## src/rtl/readout_cds_diff_if.sv

```systemverilog
// Bundle between the column sample buses and the CDS difference stage:
// lane-select and two packed sample buses in, registered difference out.
interface readout_cds_diff_if #(
   parameter int mux_width = 2,
   parameter int bus_width = 8
);
   localparam int sel_width = $clog2(mux_width);

   logic [sel_width-1:0]           select;
   logic [mux_width*bus_width-1:0] in1;
   logic [mux_width*bus_width-1:0] in2;
   logic                           in_valid;
   logic [bus_width-1:0]           sub_out;
   logic                           borrow;
   logic                           out_valid;

   modport master (
      output select, in1, in2, in_valid,
      input  sub_out, borrow, out_valid
   );

   modport slave (
      input  select, in1, in2, in_valid,
      output sub_out, borrow, out_valid
   );
endinterface

```

## src/rtl/readout_cds_diff.sv

```systemverilog
// CDS difference stage: picks one lane from each sample bus, forms A - B and
// registers the result together with a borrow flag and a valid pulse.
module readout_cds_diff #(
   parameter int mux_width = 2,
   parameter int bus_width = 8,
   parameter bit saturate  = 1'b0
) (
   input logic              clk,
   input logic              reset,
   readout_cds_diff_if.slave bus
);
   localparam int sel_width = $clog2(mux_width);

   logic [bus_width-1:0] a;
   logic [bus_width-1:0] b;
   logic [bus_width:0]   diff_full;
   logic                 borrow_next;
   logic [bus_width-1:0] diff_next;

   // Select values past the last lane match nothing and leave both operands at 0.
   always_comb begin
      a = '0;
      b = '0;
      for (int k = 0; k < mux_width; k++) begin
         if (bus.select == sel_width'(k)) begin
            a = bus.in1[k*bus_width +: bus_width];
            b = bus.in2[k*bus_width +: bus_width];
         end
      end
   end

   always_comb begin
      diff_full   = {1'b0, a} - {1'b0, b};
      borrow_next = diff_full[bus_width];
      if (saturate && borrow_next)
         diff_next = '0;
      else
         diff_next = diff_full[bus_width-1:0];
   end

   always_ff @(posedge clk) begin
      if (reset) begin
         bus.sub_out   <= '0;
         bus.borrow    <= 1'b0;
         bus.out_valid <= 1'b0;
      end else if (bus.in_valid) begin
         bus.sub_out   <= diff_next;
         bus.borrow    <= borrow_next;
         bus.out_valid <= 1'b1;
      end else begin
         bus.out_valid <= 1'b0;
      end
   end
endmodule

```

## src/flat_wrapper.sv

```systemverilog
// flat-port wrapper written by rule: the top's interface ports become plain ports
module readout_cds_diff_flat 
#(
   parameter int mux_width = 2,
   parameter int bus_width = 8,
   parameter bit saturate  = 1'b0
)
  (clk, reset, bus_select, bus_in1, bus_in2, bus_in_valid, bus_sub_out, bus_borrow, bus_out_valid);
  readout_cds_diff_if #(.mux_width(mux_width), .bus_width(bus_width)) bus_i ();
  input logic clk;
  input logic reset;
  input wire logic [$bits(bus_i.select)-1:0] bus_select;
  input wire logic [$bits(bus_i.in1)-1:0] bus_in1;
  input wire logic [$bits(bus_i.in2)-1:0] bus_in2;
  input wire logic [$bits(bus_i.in_valid)-1:0] bus_in_valid;
  output wire logic [$bits(bus_i.sub_out)-1:0] bus_sub_out;
  output wire logic [$bits(bus_i.borrow)-1:0] bus_borrow;
  output wire logic [$bits(bus_i.out_valid)-1:0] bus_out_valid;
  assign bus_i.select = bus_select;
  assign bus_i.in1 = bus_in1;
  assign bus_i.in2 = bus_in2;
  assign bus_i.in_valid = bus_in_valid;
  assign bus_sub_out = bus_i.sub_out;
  assign bus_borrow = bus_i.borrow;
  assign bus_out_valid = bus_i.out_valid;
  readout_cds_diff #(.mux_width(mux_width), .bus_width(bus_width), .saturate(saturate)) u_core (.clk(clk), .reset(reset), .bus(bus_i));
endmodule
```

## config.mk

```make
export PLATFORM = sky130hd
export DESIGN_NAME = readout_cds_diff_flat
export DESIGN_NICKNAME = d
export VERILOG_FILES = /design/src/rtl/readout_cds_diff_if.sv /design/src/rtl/readout_cds_diff.sv /design/src/flat_wrapper.sv
export SDC_FILE = /design/constraint.sdc
export NUM_CORES = 1
export LEC_CHECK = 0
export CAP_MARGIN = 20
export CORE_MARGIN = 1
export CORE_UTILIZATION = 41
export CTS_CLUSTER_DIAMETER = 100
export CTS_CLUSTER_SIZE = 20
export DETAILED_ROUTE_END_ITERATION = 10
export PLACE_DENSITY = 0.84
export SYNTH_ARGS = -nofsm -noshare
export SYNTH_HDL_FRONTEND = slang
export SYNTH_SLANG_ARGS = --single-unit
```

## constraint.sdc

```tcl
create_clock -name clk -period 3.79 [get_ports clk]
set_clock_uncertainty 0.05 [all_clocks]
set_input_delay 0.379 -clock clk [delete_from_list [all_inputs] [get_ports clk]]
set_output_delay 0.379 -clock clk [all_outputs]
set_load 0.02 [all_outputs]
```

== After elaboration in Yosys (flattened, before gate mapping) ==
Cells that the tools add are included.
Widths: inputs -> output; s select.

* Add/sub/neg operators: 1
* Multiplexer cells: 3

{| class="wikitable"
|+ Operators by type and width
! cell !! count
|-
| $mux 8 || 2
|-
| $sub 8x8->9 || 1
|-
| $mux 1 || 1
|}

* Register bits after elaboration: 10

== Depth between registers and ports, before layout ==
Gate-level depths: netlist of run 1.

* Depth in word-level cells: 2
* Gate-level depth with buffers: 10
* Mapped depth without buffers: 8

== Worst setup path after synthesis of run 1 ==
No wires, ideal clock.

* Path kind: input to register
* Start: input bus_select
* End: register u_core.bus.sub_out[7]
* Setup time: 95 ps
* Arrival time: 2,431 ps
* Slack: 1,213 ps
* Stages: 10
* Buffers on the path: 2
* Path through: clkbuf_1 -> buf_2 -> mux2i_1 -> inv_1 -> ha_1 -> nor2b_1 -> o31a_2 -> o22ai_2 -> or4b_1 -> o311ai_1

* Cells in the longest elaborated chain, start to end: 2

{| class="wikitable"
|+ Ends and longest elaborated chain
! what !! line !! source
|-
| from (decl) || flat_wrapper.sv:12 || <nowiki>input wire logic [$bits(bus_i.select)-1:0] bus_select;</nowiki>
|-
| $mux 8 || readout_cds_diff.sv:25 || <nowiki>if (bus.select == sel_width'(k)) begin</nowiki>
|-
| $sub 8x8->9 (*) || readout_cds_diff.sv:33 || <nowiki>diff_full = {1'b0, a} - {1'b0, b};</nowiki>
|-
| to (signal assigned) || readout_cds_diff.sv:47 || <nowiki>bus.sub_out <= diff_next;</nowiki>
|-
| to (decl) || readout_cds_diff_if.sv:24 || <nowiki>output sub_out, borrow, out_valid</nowiki>
|}

Every way passes the cells marked *; elsewhere a longest branch is shown, timed or not.
A chain may end at the register's enable or synchronous reset.

== Worst setup path in the final report of run 1 ==
Ends and elaborated chain as after synthesis.

==> results of run 1 <==
[power by group]
group	internal [mW]	switching [mW]
Combinational	0.104	0.0806
Sequential	0.118	0.00687
Clock	0.0583	0.0371
[metal layers]
| metal | track usage (%) | share of wire [%] | wire [µm] | vias to the layer above |
|---|---|---|---|---|
| met5 | 0 | 0 | 0 | - |
| met4 | 1.67 | 0 | 0 | 0 |
| met3 | 7.55 | 7.4 | 151 | 0 |
| met2 | 37.0 | 53 | 1070 | 30 |
| met1 | 20.6 | 40 | 807 | 391 |
| li1 | - | - | - | 438 |
[sequential cells by signal, indices dropped and copies added (netlist names)]
register / flops
u_core.bus.sub_out: 8
u_core.bus.borrow: 1
u_core.bus.out_valid: 1
[through the flow]
stage / instance area (µm²) / util (%) / hold WS, ns / total power, mW / std cells
6_report: 1350 / 68.9 / 0.440 / 0.405 / 165
5_1_grt: 1350 / 68.9 / 0.465 / 0.434 / 165
4_1_cts: 1350 / 68.9 / 0.451 / 0.408 / 165
3_3_place_gp: 1320 / 67.0 / 0.414 / 0.307 / 161
3_5_place_dp: 1320 / 67.0 / 0.436 / 0.313 / 161
2_1_floorplan: 851 / - / 0.419 / 0.234 / 92
[worst max-delay path: cells and delay by family]
kind | cells | cell delay (ns)
adders and majority gates | 1 | 0.33
and+or+nand+nor | 1 | 0.46
buffers and inverters | 2 | 0.94
AOI/OAI and AO/OA | 4 | 0.45
muxes | 1 | 0.35
[layout make-up]
cell class	count	area, µm²	share of cell area (%)
well taps	27	33.8	2.50
inverters	5	18.8	1.39
repair buffers	46	458	33.9
clock buffers	4	36.3	2.69
flip-flops and latches	10	200	14.8
multi-input cells	73	604	44.7
[cell usage in the layout, fill, tap and decap left out, drive strengths merged, types with 2 or more instances in the layout]
cell type,instances
clkdlybuf4s50,45
mux2i,12
nor2,11
dfxtp,10
ha,8
mux2,7
o21ai,6
inv,5
nor2b,4
clkbuf,4
a21oi,3
o31a,3
o21a,2
a211oi,2
a22o,2
nand2b,2
o311ai,2
[cell families (layout without fill, tap and decap cells)]
kind of cell / after synthesis / count (layout) / share of synthesized area (%)
AO/OA/AOI/OAI: 22 / 22 / 18.8
multiplexers: 19 / 19 / 23.4
buffers and inverters: 9 / 55 / 5.44
flip-flops: 10 / 10 / 23.5
adder cells (fa/ha/maj): 9 / 9 / 14.1
AND/OR/NAND/NOR: 22 / 22 / 13.7
XOR/XNOR: 1 / 1 / 1.03
[final timing paths]
check,start,endpoint,cells past startpoint
worst min-delay path,u_core.bus.borrow$_SDFFE_PP0P_,u_core.bus.borrow$_SDFFE_PP0P_,1
worst min register to register,u_core.bus.borrow$_SDFFE_PP0P_,u_core.bus.borrow$_SDFFE_PP0P_,1
worst max register to register,u_core.bus.sub_out[5]$_SDFFE_PP0P_,u_core.bus.sub_out[5]$_SDFFE_PP0P_,3
worst max-delay path,bus_select,u_core.bus.sub_out[7]$_SDFFE_PP0P_,9
==> results.ini, run 1 <==
[clocking]
htree_levels=1
cts_resized=0
cts_buffers=3
cts-root-buf=clkbuf_4
hold_buffers=0
clk_latency_ns=0.26
cts_sinks=10
clockBufferDepth=2
path_clk_slew_ns=0.07
cts_setup_buffers=0
cts_tree=done

[timing]
fmax_ghz=0.359
final.period_utilization_pct=73.6
setup-violations-final=0
drv_slew=0
hold_viol_final=0
finalSetupTns_ns=0
period_needed_ns=2.79
postLayoutSetupSlackWorst_ns=1.00
slew-limit-headroom_pct=63.4
rsz0062_at_grt=no
worstMarginPinSlew_ns=0.548

[final_layout]
syn_to_final_growth_pct=58.8
antenna_cells=0
nNetsFinal=184
drive_gt1_share_pct=10.1
num-fill-cells=181

[placement]
place_hpwl_mm=1.70
routabilityCongestion=0.830
io_buffers=45
place_ws_ns=0.719

[pwr]
power_density_nw_per_um2=300
p_leak_nw=0.556
ir_drop_mv=0.249

[critical_path]
cp-start-kind=primary input
crit_fanout=10
endpoint_kind=register
cpMaxStageDelayCell=clkdlybuf4s50_1
rrSetupSlack_ns=2.84
arrival_ns=2.91
slowest_delay_ns=0.67
cp_cell_sequence=clkdlybuf4s50_1 -> buf_4 -> mux2_2 -> ha_1 -> o21a_1 -> o31a_2 -> o22ai_2 -> or4b_1 -> o311ai_1
critPathKind=in -> reg
cp.required_ns=3.91

[grt]
grt_pass1_vias=748
antenna_found_initial=0
grt_usage_pct=19.3
grt_max_degree=16
overflow=0
grt_first_pass_wirelength_mm=3.04

[hold_path]
min_path_type=reg -> reg

[synthesis]
synthTopCellsByArea=dfxtp_1 24%, mux2i_1 14%, ha_1 12%, mux2_2 9.3%, nor2_1 4.9%
yosysWarningCount=0
synth-seq-cells=10
synth_cell_types=30
synth.most_common_cell=mux2i_1
synth.top_cell.area_share_pct=23.5
async_flop_share_pct=0
synthFlopType=dfxtp_1
syn_area_um2=851
syn_avg_cell_area_um2=9.25
synthCells=92
ys_top_cells_by_count=12 x mux2i_1, 11 x nor2_1, 10 x dfxtp_1, 8 x ha_1, 7 x mux2_2
yosysTopAreaCell=dfxtp_1
yosysSeqAreaShare_pct=23.5
synth-edff-count=0
syn-num-nets=137

[run_status]
outcome=finished clean

[floorplanning]
initial_core_util_pct=43.4
core_area_um2=1960
chipHeight_um=47.6
rows=16
die_area_um2=2260
fp.dieW_um=47.6
io_pins=46

[detailed_routing]
vias=859
finalWirelength_mm=2.03
route.detailed.wl_per_inst_um=12.3
ant_nets=0
vias_per_cell=5.21
drc_errors=0
first_iter_violations=4
firstDrtPassIters=4

[job]
cap_violations=0

Note: power is estimated with default switching activity, not from simulation.
==> inputs of run 2 (changes only) <==
--- a/config.mk
+++ b/config.mk
@@ -7,11 +7,11 @@
 export LEC_CHECK = 0
 export CAP_MARGIN = 20
 export CORE_MARGIN = 1
-export CORE_UTILIZATION = 41
+export CORE_UTILIZATION = 35
 export CTS_CLUSTER_DIAMETER = 100
 export CTS_CLUSTER_SIZE = 20
 export DETAILED_ROUTE_END_ITERATION = 10
-export PLACE_DENSITY = 0.84
+export PLACE_DENSITY = 0.76
 export SYNTH_ARGS = -nofsm -noshare
 export SYNTH_HDL_FRONTEND = slang
 export SYNTH_SLANG_ARGS = --single-unit
==> constraint.sdc (replaced) <==
create_clock -name clk -period 2.3 [get_ports clk]
set_clock_uncertainty 0.05 [all_clocks]
set_input_delay 0.23 -clock clk [delete_from_list [all_inputs] [get_ports clk]]
set_output_delay 0.23 -clock clk [all_outputs]
set_load 0.02 [all_outputs]
==> results.ini, run 2 (same netlist as run 1, synthesis figures left out) <==
[clocking]
path_clk_slew_ns=0.06
cts_tree=done
cts_sinks=10
cts_buffers=3
htree_levels=1
hold_buffers=0
clk_latency_ns=0.26
clockBufferDepth=2
cts-root-buf=clkbuf_4

[final_layout]
final_common_cell=clkdlybuf4s50_1
layout_common_cells=44 x clkdlybuf4s50_1, 13 x buf_4, 12 x mux2i_1
antenna_cells=0
largest_register_ff_count=8
top_regs=u_core.bus.sub_out (8), u_core.bus.borrow (1), u_core.bus.out_valid (1)
multi_input_area_um2=604
num-fill-cells=196
regArea_um2=200
nNetsFinal=197
drive_gt1_share_pct=17.3
fin_cells=178
syn_to_final_growth_pct=69.1
top_register=u_core.bus.sub_out

[critical_path]
rr_startpoint=u_core.bus.sub_out[5]$_SDFFE_PP0P_
cp.required_ns=2.41
slowest_delay_ns=0.41
cpMaxStageDelayCell=fa_1
cp_common_cell=o31a_1
critPathKind=in -> reg
startpoint=bus_in2[0]
cp-start-kind=primary input
endpoint_kind=register
cp_cell_sequence=clkdlybuf4s50_1 -> mux2_2 -> ha_1 -> fa_1 -> nor2b_1 -> o31a_1 -> o31a_1 -> o21ai_1 -> a22o_1
crit_fanout=3
arrival_ns=2.26

[detailed_routing]
firstDrtPassIters=4
drc_errors=0
ant_nets=0
finalWirelength_mm=2.22
route.detailed.wl_per_inst_um=12.5
first_iter_violations=1
vias_per_cell=5.13
vias=913

[floorplanning]
chipHeight_um=51.3
fp.dieW_um=51.3
die_area_um2=2630
rows=17
io_pins=46
initial_core_util_pct=37.7
core_area_um2=2250

[timing]
postLayoutSetupSlackWorst_ns=0.149
slew-limit-headroom_pct=64.9
worstMarginPinSlew_ns=0.525
drv_slew=0
period_needed_ns=2.15
hold_viol_final=0
rsz0062_at_grt=no
setup-violations-final=0
final.period_utilization_pct=93.5
fmax_ghz=0.465

[placement]
routabilityCongestion=0.826
place_ws_ns=-0.356
place_inst=175
place_hpwl_mm=1.93
io_buffers=45

[hold_path]
min_from=u_core.bus.sub_out[1]$_SDFFE_PP0P_
min_path_type=reg -> reg

[grt]
grt_pass1_vias=926
grt_first_pass_wirelength_mm=3.77
grt_max_degree=16
grt_usage_pct=19.9
overflow=0
antenna_found_initial=0

[pwr]
p_leak_nw=0.615
power_density_nw_per_um2=458
ir_drop_mv=0.495

[job]
cap_violations=0

[run_status]
outcome=finished clean

-- run 2: changes by cell type in the layout (fill, tap and decap cells not counted) --
cell	previous run	this run
clkdlybuf4s50_1	45	44
dlygate4sd2_1	0	1
clkbuf_8	1	0
buf_6	0	1
buf_4	1	13
-- run 2: final timing paths --
| check | to | slack, ns | depth (start not counted) |
|---|---|---|---|
| setup / recovery | u_core.bus.borrow$_SDFFE_PP0P_ | 0.15 | 9 |
| hold / removal | u_core.bus.sub_out[1]$_SDFFE_PP0P_ | 0.43 | 2 |
| setup reg to reg | u_core.bus.sub_out[5]$_SDFFE_PP0P_ | 1.36 | 3 |
| hold reg to reg | u_core.bus.sub_out[1]$_SDFFE_PP0P_ | 0.43 | 2 |
-- run 2: layout make-up --
type	count	area share (%)
sequential	10	13.9
tap	28	2.43
clock buffer	3	1.57
timing repair buffer	59	38.8
inverter	5	1.30
multi-input combinational	73	42.0
-- run 2: report_power, final --
| group | internal (mW) | switching, mW |
|---|---|---|
| clock | 0.0605 | 0.0595 |
| sequential | 0.194 | 0.0105 |
| combinational | 0.196 | 0.139 |
| total | 0.450 | 0.209 |
-- run 2: critical path: cells and delay by family --
kind | cells | cell delay, ns
buffers and inverters | 1 | 0.40
multiplexers | 1 | 0.26
AO/OA/AOI/OAI | 4 | 0.59
adder cells (fa/ha/maj) | 2 | 0.62
AND/OR/NAND/NOR | 1 | 0.16
-- run 2: metrics by stage --
step / utilization (%) / hold WS [ns] / TNS [ns] / total power, mW / cell area, µm²
5_1_grt: 63.8 / 0.475 / 0 / 0.712 / 1440
6_report: 63.8 / 0.432 / 0 / 0.659 / 1440
2_1_floorplan: - / 0.270 / 0 / 0.387 / 858
3_3_place_gp: 62.7 / 0.422 / -1.45 / 0.537 / 1410
3_5_place_dp: 62.7 / 0.427 / -1.77 / 0.547 / 1410
4_1_cts: 63.8 / 0.435 / 0 / 0.665 / 1440
-- run 2: layer usage --
metal / share of wire [%] / track usage [%] / up-vias
met5: 0 / 0 / -
met4: 1.7 / 6.31 / 0
met3: 9.0 / 7.44 / 7
met2: 52 / 39.0 / 39
met1: 37 / 18.5 / 406
li1: - / - / 461
-- run 2: repair_timing --
item,4_1_cts,5_1_grt
setup endpoints to repair,4,0
resized for setup,2,0
setup buffers,0,0
==> inputs of run 3 (changes only) <==
--- a/config.mk
+++ b/config.mk
@@ -6,12 +6,16 @@
 export NUM_CORES = 1
 export LEC_CHECK = 0
 export CAP_MARGIN = 20
+export CELL_PAD_IN_SITES_DETAIL_PLACEMENT = 1
+export CELL_PAD_IN_SITES_GLOBAL_PLACEMENT = 1
+export CORE_ASPECT_RATIO = 0.5
 export CORE_MARGIN = 1
-export CORE_UTILIZATION = 35
+export CORE_UTILIZATION = 24
 export CTS_CLUSTER_DIAMETER = 100
 export CTS_CLUSTER_SIZE = 20
 export DETAILED_ROUTE_END_ITERATION = 10
-export PLACE_DENSITY = 0.76
+export GPL_TIMING_DRIVEN = 0
+export PLACE_DENSITY_LB_ADDON = 0.1
 export SYNTH_ARGS = -nofsm -noshare
 export SYNTH_HDL_FRONTEND = slang
 export SYNTH_SLANG_ARGS = --single-unit
==> results.ini, run 3 (same netlist as run 1, synthesis figures left out) <==
[clocking]
clockBufferDepth=2
htree_levels=1
cts_tree=done
cts_buffers=3
cts_sinks=10
hold_buffers=0
path_clk_slew_ns=0.05
cts-root-buf=clkbuf_8
clk_latency_ns=0.23

[timing]
final.period_utilization_pct=95.7
setup-violations-final=0
slew-limit-headroom_pct=79.7
period_needed_ns=2.20
hold_viol_final=0
holdWs_ns=0.435
drv_slew=0
fmax_ghz=0.454
worstMarginPinSlew_ns=0.300

[final_layout]
final_cell_area_um2=1450
final_common_cell=clkdlybuf4s50_1
layout_common_cells=44 x clkdlybuf4s50_1, 11 x mux2i_1, 11 x nor2_1
nNetsFinal=187
num-fill-cells=373
top_register=u_core.bus.sub_out
top_regs=u_core.bus.sub_out (8), u_core.bus.borrow (1), u_core.bus.out_valid (1)
drive_gt1_share_pct=17.1
largest_register_ff_count=8
antenna_cells=0
syn_to_final_growth_pct=70.6

[detailed_routing]
vias=862
route.detailed.wl_per_inst_um=14.2
wl_met2_um=905
met1Wirelength_mm=1.57
first_iter_violations=40
highest_layer=met3
finalWirelength_mm=2.68
vias_per_cell=4.59
drc_errors=0
met3WireLength_um=203
ant_nets=0
firstDrtPassIters=4

[critical_path]
regToRegEndpoint=u_core.bus.sub_out[5]$_SDFFE_PP0P_
crit_family=compound AO/OA/AOI/OAI gates
crit_buf_inv=1
cp-start-kind=primary input
endpoint_kind=register
rr_worst_depth=3
slowest_delay_ns=0.39
cp.required_ns=2.37
rrSetupSlack_ns=1.35
cp_cell_sequence=clkdlybuf4s50_1 -> mux2_2 -> ha_2 -> fa_2 -> nor2b_2 -> o31a_1 -> o31a_1 -> o21ai_2 -> a22o_1
cp_common_cell=o31a_1
critPathKind=in -> reg
crit_fanout=3
rr_startpoint=u_core.bus.sub_out[5]$_SDFFE_PP0P_
cpMaxStageDelayCell=clkdlybuf4s50_1
arrival_ns=2.27

[floorplanning]
core_area_um2=3190
io_pins=46
fp.dieW_um=86.2
initial_core_util_pct=26.7
chipHeight_um=44.1
die_area_um2=3800
rows=14

[grt]
overflow=0
antenna_found_initial=0
grt_pass1_vias=810
grt_usage_pct=14.3
grt_max_degree=11
grt_first_pass_wirelength_mm=4.08

[placement]
routabilityCongestion=0.745
place_hpwl_mm=2.14
place_area_um2=1360
io_buffers=44

[job]
cap_violations=0

[hold_path]
min_from=u_core.bus.sub_out[0]$_SDFFE_PP0P_
min_path_type=reg -> reg
hold_depth=2
whs_endpoint=u_core.bus.sub_out[0]$_SDFFE_PP0P_

[pwr]
power_density_nw_per_um2=502
total_power_uw=728
ir_drop_mv=0.348
p_leak_nw=0.575

[run_status]
outcome=finished clean

==> run 3: power by group <==
| part | total (mW) | internal (mW) | switching (mW) |
|---|---|---|---|
| Clock | 0.178 | 0.114 | 0.0635 |
| Sequential | 0.205 | 0.195 | 0.00993 |
| Combinational | 0.345 | 0.190 | 0.155 |
==> run 3: worst max path at each step <==
stage | slack [ns] | cells past startpoint | from | end
2_1_floorplan | 0.09 | 10 | bus_select | u_core.bus.sub_out[7]$_SDFFE_PP0P_
3_3_place_gp | -0.17 | 9 | bus_in2[0] | u_core.bus.borrow$_SDFFE_PP0P_
3_5_place_dp | -0.21 | 9 | bus_in2[0] | u_core.bus.borrow$_SDFFE_PP0P_
4_1_cts | 0.03 | 9 | bus_in2[0] | u_core.bus.borrow$_SDFFE_PP0P_
5_1_grt | -0.02 | 10 | bus_select | u_core.bus.sub_out[6]$_SDFFE_PP0P_
6_report | 0.1 | 9 | bus_in2[8] | u_core.bus.borrow$_SDFFE_PP0P_
==> run 3: area by class of cell <==
cell class | instances | area, µm² | area share [%]
plain buffers | 4 | 38.8 | 2.67
clock buffers | 3 | 41.3 | 2.84
inverters | 5 | 18.8 | 1.29
multi-input cells | 73 | 644 | 44.4
flip-flops and latches | 10 | 200 | 13.8
well taps | 48 | 60.1 | 4.14
repair buffers | 45 | 448 | 30.9
==> run 3: repair_timing <==
item / in CTS / in global routing
gates resized for setup: 0 / 9
setup endpoints to repair: 0 / 4
buffers inserted: 0 / 1
==> run 3: per-stage QoR <==
step	TNS (ns)	utilization (%)	cells	setup WS, ns
detailed placement	-0.704	42.6	184	-0.205
CTS	0	43.9	187	0.0269
global placement	-0.545	42.6	184	-0.167
finish	0	45.5	188	0.0979
floorplan	0	-	92	0.0892
global route	-0.0322	45.5	188	-0.0229
==> run 3: tightest hold or removal path: cells and delay by family, from the launching register on <==
kind / cells / cell delay, ns
compound gates: 1 / 0.05
flops: 1 / 0.30
simple gates: 1 / 0.08
==> run 3: routing by layer <==
layer,up-vias,GRT usage [%]
met5,-,0
met1,391,24.0
met2,32,17.6
met4,0,3.00
li1,439,-
met3,0,2.61
